`config.mk`:
```
export PLATFORM = sky130hd
export DESIGN_NAME = ctrl_pipeline
export DESIGN_NICKNAME = d
export VERILOG_FILES = /design/src/rtl/ctrl_pipeline.sv
export SDC_FILE = /design/constraint.sdc
export NUM_CORES = 1
export LEC_CHECK = 0
export CORE_UTILIZATION = 45
export DETAILED_ROUTE_END_ITERATION = 16
export HOLD_SLACK_MARGIN = 0.08
export PLACE_DENSITY_LB_ADDON = 0.15
export SLEW_MARGIN = 15
export SYNTH_ARGS = -nofsm -noshare
export SYNTH_HDL_FRONTEND = slang
export SYNTH_SLANG_ARGS = --single-unit
export TNS_END_PERCENT = 100
```
`constraint.sdc`:
```
create_clock -name clk -period 2.3 [get_ports clk]
set_input_delay 0.575 -clock clk [delete_from_list [all_inputs] [get_ports clk]]
set_output_delay 0.575 -clock clk [all_outputs]
set_load 0.05 [all_outputs]
```
`src/rtl/ctrl_pipeline.sv`:
```
// Pipelined control path for a classic five-stage MIPS-style core.
// Carries decode control bits through the ID/EX, EX/MEM and MEM/WB stage
// registers. Also resolves load-use stalls and branch/jump flushes, and
// counts how many stall cycles were inserted.
module ctrl_pipeline (
    input  logic        clk,
    input  logic        rst,
    input  logic [7:0]  Ctrl_ID,
    input  logic        Branch_ID,
    input  logic        Jump_ID,
    input  logic [4:0]  Rs_ID,
    input  logic [4:0]  Rt_ID,
    input  logic        Zero_EX,
    output logic        RegDst_EX,
    output logic [1:0]  ALUOp_EX,
    output logic        ALUSrc_EX,
    output logic        Branch_EX,
    output logic        Jump_EX,
    output logic        MemRead_MEM,
    output logic        MemWrite_MEM,
    output logic        RegWrite_MEM,
    output logic        RegWrite_WB,
    output logic        MemtoReg_WB,
    output logic        PCSrc,
    output logic        PCWrite,
    output logic        IFIDWrite,
    output logic        IFIDFlush,
    output logic [15:0] StallCount
);

    // What the hazard unit decided for the instruction currently in ID
    typedef enum logic [1:0] {
        NORMAL,
        STALL,
        FLUSH
    } hazardMode_t;

    localparam logic [15:0] STALL_COUNT_MAX = 16'hFFFF;

    // ID/EX stage register.
    // The control word layout is {RegDst, ALUOp[1:0], ALUSrc, MemRead, MemWrite, RegWrite, MemtoReg}.
    logic [7:0]  idExCtrl;
    logic        idExBranch;
    logic        idExJump;
    logic [4:0]  idExRt;

    // EX/MEM stage register
    logic        exMemMemRead;
    logic        exMemMemWrite;
    logic        exMemRegWrite;
    logic        exMemMemtoReg;

    // MEM/WB stage register
    logic        memWbRegWrite;
    logic        memWbMemtoReg;

    logic [15:0] stallCnt;

    logic        pcSrc;
    logic        loadUse;
    hazardMode_t hazardMode;

    // Hazard detection: a taken branch/jump overrides a load-use stall
    always_comb begin
        pcSrc      = 1'b0;
        loadUse    = 1'b0;
        hazardMode = NORMAL;
        pcSrc      = idExBranch & (idExJump | Zero_EX);
        loadUse    = idExCtrl[3] && (idExRt != 5'd0) &&
                     ((idExRt == Rs_ID) || (idExRt == Rt_ID));
        if (pcSrc) begin
            hazardMode = FLUSH;
        end else if (loadUse) begin
            hazardMode = STALL;
        end
    end

    // Front-end controls derived from the hazard decision
    always_comb begin
        PCWrite   = 1'b1;
        IFIDWrite = 1'b1;
        IFIDFlush = 1'b0;
        PCSrc     = pcSrc;
        if (hazardMode == STALL) begin
            PCWrite   = 1'b0;
            IFIDWrite = 1'b0;
        end else if (hazardMode == FLUSH) begin
            IFIDFlush = 1'b1;
        end
    end

    // ID/EX takes the decoded instruction, or a bubble when stalling or flushing
    always_ff @(posedge clk or negedge rst) begin
        if (!rst) begin
            idExCtrl   <= 8'd0;
            idExBranch <= 1'b0;
            idExJump   <= 1'b0;
            idExRt     <= 5'd0;
        end else if (hazardMode == NORMAL) begin
            idExCtrl   <= Ctrl_ID;
            idExBranch <= Branch_ID;
            idExJump   <= Jump_ID;
            idExRt     <= Rt_ID;
        end else begin
            idExCtrl   <= 8'd0;
            idExBranch <= 1'b0;
            idExJump   <= 1'b0;
            idExRt     <= 5'd0;
        end
    end

    // EX/MEM and MEM/WB always advance, so older instructions drain during stalls
    always_ff @(posedge clk or negedge rst) begin
        if (!rst) begin
            exMemMemRead  <= 1'b0;
            exMemMemWrite <= 1'b0;
            exMemRegWrite <= 1'b0;
            exMemMemtoReg <= 1'b0;
            memWbRegWrite <= 1'b0;
            memWbMemtoReg <= 1'b0;
        end else begin
            exMemMemRead  <= idExCtrl[3];
            exMemMemWrite <= idExCtrl[2];
            exMemRegWrite <= idExCtrl[1];
            exMemMemtoReg <= idExCtrl[0];
            memWbRegWrite <= exMemRegWrite;
            memWbMemtoReg <= exMemMemtoReg;
        end
    end

    // Saturating count of cycles lost to load-use stalls
    always_ff @(posedge clk or negedge rst) begin
        if (!rst) begin
            stallCnt <= 16'd0;
        end else if ((hazardMode == STALL) && (stallCnt != STALL_COUNT_MAX)) begin
            stallCnt <= stallCnt + 16'd1;
        end
    end

    assign RegDst_EX    = idExCtrl[7];
    assign ALUOp_EX     = idExCtrl[6:5];
    assign ALUSrc_EX    = idExCtrl[4];
    assign Branch_EX    = idExBranch;
    assign Jump_EX      = idExJump;
    assign MemRead_MEM  = exMemMemRead;
    assign MemWrite_MEM = exMemMemWrite;
    assign RegWrite_MEM = exMemRegWrite;
    assign RegWrite_WB  = memWbRegWrite;
    assign MemtoReg_WB  = memWbMemtoReg;
    assign StallCount   = stallCnt;

endmodule

```
==> run metrics, run 1 <==
reg2reg path depth 8; ratio of cells with drive above 1 in the final layout 17.3%; I/O pins 54; Final Hold Vio Count 0; PortBufs 53; gr ovfl total 0; clk buf depth 2; first-pass iteration count of the detailed router 4; CP Data Required Time 1.73 ns; Critical Path Start idExRt[1]; Worst-Margin Slew 0.791 ns; reg2reg setup slack 0.30 ns; Synth Register Bits 37; worst vdd ir 0.392 mV; max_cap viols 0; Hold-fix buffers, CTS 0; initial DRC count 35; post-synthesis cell type count 25; max-slew violation count 0; Residual DRC 0; Area Overhead vs Synth 44.1%; WL per Instance 12.0 um; # clock sinks 37; ys flop type dfrtp_1; initial antenna violation count 0; DP HPWL 2130 um; antenna fix cells 0; r2r startpoint idExRt[0]; Starting Density 47.2%; die width 61.4 um; gp weighted congestion 0.731; startpoint types flip-flop; post-route clock period utilization 101%; Post-synth ARST share 100%; CTS Buf Count 5; status finished with violations; first-pass GRT wire length 4400 um; RR Endpoint StallCount[1]; Pleak 0.00108 uW; number of nets produced by synthesis 150; PD cells 662 mW/mm^2; H-tree Lvls 2; area of the core 0.00336 sq mm; Post-synth EDFFs 0; Setup Viol. Count Final 2; CP Capture Type primary output; row cnt 21; vias in the first global route 995; largest net degree at the start of global routing 38; clk_skew 0.00779 ns; Root Driver clkbuf_4; Final WS setup -0.0151 ns; crit path kind reg -> out; CTS tree built; Synth Area per Inst 12.6 sq um; GRT Util Overall 17.1%; worst setup path endpoint IFIDWrite; Final ANT Viol Nets 0; Fmax 432 MHz; DR vias 1107; Die Y 61.4 um; clock slew seen by the registers of the worst setup and hold paths 0.11 ns; failing checks setup timing; Skew-Pair Late Insertion Delay 0.33 ns; Mapped Area 0.00159 sq mm; Post-Synthesis Cells 126; Seq/Total Area, Yosys 58.4%; vias per inst 4.67; Synthesis Warnings 0; critical path data arrival time 1.74 ns; Fin Hold WS 0.309 ns; die area 0.00377 sq mm; final worst path period need 2.32 ns; WL final 2850 um; nets 214; Hold Crit Class in -> async; slew margin rel. 47.3%; Crit Path Max Fanout 2; Core Util, Final 68.0%; RSZ-0062 raised after global routing yes
## worst min-delay path by stage
stage | endpoint | cells after the start | slack [ns] | startpoint
detailed placement | MemWrite_MEM | 0 | 0.34 | idExCtrl[2]
floorplan | Branch_EX | 0 | 0.28 | rst
CTS | idExCtrl[6] | 1 | 0.33 | rst
global route | idExCtrl[6] | 1 | 0.36 | rst
finish | idExCtrl[2] | 1 | 0.31 | rst
global placement | MemtoReg_WB | 0 | 0.33 | exMemMemtoReg
## layer usage
layer	global-route usage, %	vias up	part of all wire [%]
li1	-	546	-
met1	21.0	518	43
met2	26.7	37	49
met3	6.93	6	5.9
met4	7.62	0	1.8
met5	0	-	0
## logic make-up (layout without fill, tap and decap cells)
kind of cell	count (synthesis)	count (layout)	synth area share [%]
DFF	37	37	58.4
adders and majority gates	1	1	0.789
xor gates and xnor gates	24	24	13.2
and+or+nand+nor	50	50	20.0
muxes	2	2	1.34
AOI/OAI and AO/OA	4	4	2.44
buffers and inverters	8	73	3.79
## stage by stage
step / worst slack [ns] / area, sq um / TNS (ns) / cells / total power [uW]
floorplan: 0.00952 / 1590 / 0 / 126 / 998
global placement: -0.130 / 2180 / -0.337 / 225 / 1140
detailed placement: -0.186 / 2180 / -0.961 / 225 / 1150
CTS: -0.0952 / 2270 / -0.190 / 237 / 1540
global route: -0.110 / 2290 / -0.220 / 237 / 1590
finish: -0.0151 / 2290 / -0.0297 / 237 / 1510
## registers in the layout, indices dropped and copies added (netlist names)
| register | cells |
|---|---|
| idExRt | 5 |
| MemRead_MEM | 1 |
| idExCtrl | 8 |
| RegWrite_WB | 1 |
| StallCount | 16 |
| Jump_EX | 1 |
| MemtoReg_WB | 1 |
| MemWrite_MEM | 1 |
| exMemMemtoReg | 1 |
| Branch_EX | 1 |
| RegWrite_MEM | 1 |
## critical path, stage by stage (launching register included)
cell	delay, ns
dfrtp_1	0.39
or4_4	0.54
o21ai_4	0.17
nor2_4	0.06
nand2_4	0.10
buf_12	0.14
## cells in the final DEF (no fill, tap or decap), types with 3 or more instances in the layout
cell / instances
xnor2_1: 12
nor3_2: 4
nand4_1: 10
buf_4: 12
nand2_1: 4
dfrtp_1: 37
clkbuf_4: 5
nor2_1: 4
dlygate4sd2_1: 9
dlymetal6s2s_1: 3
xor2_1: 12
and3_1: 5
clkdlybuf4s50_1: 36
and2_1: 15
## Yosys cell counts, types with 2 or more instances
cell	count	area share, %
buf_6	2	1.4
xor2_1	12	6.6
buf_4	4	1.9
xnor2_1	12	6.6
and2_1	15	5.9
nand3_1	2	0.63
nand4_1	10	3.9
dfrtp_1	37	58
nor3_2	4	2.5
inv_1	2	0.47
nor2_1	4	0.95
nand2_1	5	1.2
and3_1	5	2.0
## repair_timing
action / in CTS / in global routing
setup endpoints to repair: 2 / 4
pin swaps: 11 / 6
setup buffers: 4 / 0
gates cloned: 0 / 0
resized for setup: 9 / 5
## final cells by class
cell class,instances,area (sq um)
Timing Repair Buffer,63,612
Clock buffer,7,65.1
Multi-Input combinational cell,81,613
Inverter,2,7.51
Fill cell,289,1080
Sequential cell,37,926
Tap cell,46,57.6
Clock inverter,1,5.00
## power breakdown
group / leakage, uW / total [uW] / switching (uW) / internal, uW
logic: 0.000561 / 400 / 243 / 157
registers: 0.000475 / 740 / 38.0 / 702
clock network: 0.0000413 / 373 / 196 / 177
No activity file was read; power rests on OpenSTA's default activity.
==> inputs of run 2 (changes only) <==
--- a/config.mk
+++ b/config.mk
@@ -7,6 +7,7 @@
 export LEC_CHECK = 0
 export CORE_UTILIZATION = 45
 export DETAILED_ROUTE_END_ITERATION = 16
+export GPL_TIMING_DRIVEN = 0
 export HOLD_SLACK_MARGIN = 0.08
 export PLACE_DENSITY_LB_ADDON = 0.15
 export SLEW_MARGIN = 15
==> run 2 against run 1 <==
  * Critical path depth rose by 1
  * Worst setup slack got worse by 0.11 ns
  * Clock-buffer cell count fell by 2
  * Via count rose by 6.9%
  * Die area did not move
  * The flow still finishes with violations (setup timing)
  * Non-clock buffer count rose by 5
  * Sequential share of layout area fell by 1.4 points
  * Cell area rose by 3.6%
  * Combinational power rose by 5%
==> run metrics, run 2 (synthesized netlist as in run 1, its figures left out) <==
vias in the first global route 1106 (was 995); switching share of power 29.4% (was 31.5%); sw power 505 uW (was 477 uW); initial antenna violation count 0 (unchanged); Worst-Margin Slew 0.510 ns (was 0.791 ns); status finished with violations (unchanged); metal2 WL 1620 um (was 1400 um); die width 61.4 um (unchanged); Core Util, Final 70.4% (was 68.0%); Skew-Pair Late Insertion Delay 0.35 ns (was 0.33 ns); Final Hold Vio Count 0 (unchanged); row cnt 21 (unchanged); Area Overhead vs Synth 49.3% (was 44.1%); Root Driver clkbuf_4 (unchanged); sequential share of power 43.6% (was 48.9%); commonest cells after routing, fill and taps aside dfrtp_1 (37), clkdlybuf4s50_1 (37), and2_1 (15) (was dfrtp_1 (37), clkdlybuf4s50_1 (36), and2_1 (15)); nets 219 (was 214); WL per Instance 13.0 um (was 12.0 um); max_cap viols 0 (unchanged); gr ovfl total 0 (unchanged); r2r startpoint idExRt[2] (was idExRt[0]); CTS tree built (unchanged); power share of the combinational group 24.3% (was 26.4%); H-tree Lvls 2 (unchanged); final worst path period need 2.43 ns (was 2.32 ns); reg2reg setup slack 0.28 ns (was 0.30 ns); Largest register FFs 16 (unchanged); GRT Util Overall 18.8% (was 17.1%); RSZ-0062 raised after global routing yes (unchanged); clock slew seen by the registers of the worst setup and hold paths 0.11 ns (about the same); Hold Crit Class in -> async (unchanged); clk buf depth 2 (unchanged); Hold-fix buffers, CTS 0 (unchanged); worst vdd ir 0.512 mV (was 0.392 mV); Pleak 0.00109 uW (was 0.00108 uW); Power, Total 1720 uW (was 1510 uW); DP HPWL 2240 um (was 2130 um); Clk pwr share 32.1% (was 24.7%); Starting Density 47.2% (unchanged); post-route clock period utilization 106% (was 101%); crit path kind reg -> out (unchanged); die area 0.00377 sq mm (unchanged); Final ANT Viol Nets 0 (unchanged); Residual DRC 0 (unchanged); first-pass iteration count of the detailed router 4 (unchanged); Die Y 61.4 um (unchanged); startpoint types flip-flop (unchanged); max-slew violation count 0 (unchanged); slew margin rel. 65.9% (was 47.3%); PortBufs 53 (unchanged); Fmax 412 MHz (was 432 MHz); I/O pins 54 (unchanged); DR vias 1183 (was 1107); vias per inst 4.89 (was 4.67); critical path data arrival time 1.85 ns (was 1.74 ns); area of the core 0.00336 sq mm (unchanged); largest net degree at the start of global routing 23 (was 38); WL final 3160 um (was 2850 um); first-pass GRT wire length 4960 um (was 4400 um); Setup Viol. Count Final 2 (unchanged); clk_skew 0.00640 ns (was 0.00779 ns); initial DRC count 37 (was 35); RR Endpoint StallCount[6] (was StallCount[1]); gp weighted congestion 0.735 (was 0.731); CP Data Required Time 1.73 ns (about the same); CP Capture Type primary output (unchanged); antenna fix cells 0 (unchanged); ratio of cells with drive above 1 in the final layout 19.9% (was 17.3%); met1 wire length 1310 um (was 1230 um); max layer used met4 (unchanged); Crit Path Max Fanout 2 (unchanged); cell-internal power 1210 uW (was 1040 uW); # clock sinks 37 (unchanged); CTS Buf Count 5 (unchanged); Final WS setup -0.127 ns (was -0.0151 ns); reg2reg path depth 10 (was 8); PD cells 724 mW/mm^2 (was 662 mW/mm^2); met3 wire len 152 um (was 167 um); failing checks setup timing (unchanged)
[run 2: layout make-up]
cell class	instances	area [sq um]
Buffer	6	56.3
Clock buffer	5	37.5
Clock inverter	3	65.1
Fill cell	289	995
Inverter	2	7.51
Multi-Input combinational cell	81	619
Sequential cell	37	926
Tap cell	46	57.6
Timing Repair Buffer	62	599
[run 2: routing by layer]
metal | vias to the layer above | global-route usage, %
met1 | 580 | 23.4
met5 | - | 0
met4 | 0 | 10.5
li1 | 558 | -
met2 | 38 | 30.9
met3 | 7 | 3.78
[run 2: what timing repair did]
item,CTS,global route
gates resized for setup,37,2
pin swaps,8,7
setup buffers,5,3
setup endpoints to repair,4,4
[run 2: worst max-delay path by stage]
stage	from	to	slack, ns
6_report	idExRt[2]	PCWrite	-0.13
2_1_floorplan	Rs_ID[2]	PCWrite	0.01
3_5_place_dp	Rt_ID[3]	PCWrite	-0.97
4_1_cts	idExRt[1]	PCWrite	-0.16
5_1_grt	idExRt[2]	PCWrite	-0.18
3_3_place_gp	Rs_ID[2]	PCWrite	-0.94
[run 2: critical path, cell delays in order (launching register included)]
cell	delay, ns
dfrtp_1	0.41
or4_4	0.55
o21ai_4	0.17
nor2_4	0.06
nand2_2	0.09
buf_6	0.10
buf_8	0.13
[run 2: stage by stage]
step	std cells	TNS [ns]	cell area (sq um)	hold WS, ns	setup slack, ns
finish	242	-0.225	2370	0.137	-0.127
global placement	225	-6.96	2180	0.332	-0.939
floorplan	126	0	1590	0.279	0.00952
detailed placement	226	-3.23	2200	0.338	-0.975
CTS	239	-0.294	2340	0.132	-0.159
global route	242	-0.335	2370	0.148	-0.182
[run 2: power groups by stage]
| stage | Sequential, uW | Clock, uW | Combinational [uW] |
|---|---|---|---|
| global placement | 754 | 0 | 391 |
| finish | 748 | 550 | 418 |
| floorplan | 865 | 0 | 133 |
| global route | 753 | 595 | 442 |
| CTS | 747 | 566 | 414 |
| detailed placement | 760 | 0 | 404 |
==> inputs of run 3 (changes only) <==
--- a/config.mk
+++ b/config.mk
@@ -10,7 +10,7 @@
 export GPL_TIMING_DRIVEN = 0
 export HOLD_SLACK_MARGIN = 0.08
 export PLACE_DENSITY_LB_ADDON = 0.15
-export SLEW_MARGIN = 15
+export SLEW_MARGIN = 30
 export SYNTH_ARGS = -nofsm -noshare
 export SYNTH_HDL_FRONTEND = slang
 export SYNTH_SLANG_ARGS = --single-unit
==> results of run 3 <==
No change in the layout: final DEF, timing and power equal those of run 2.
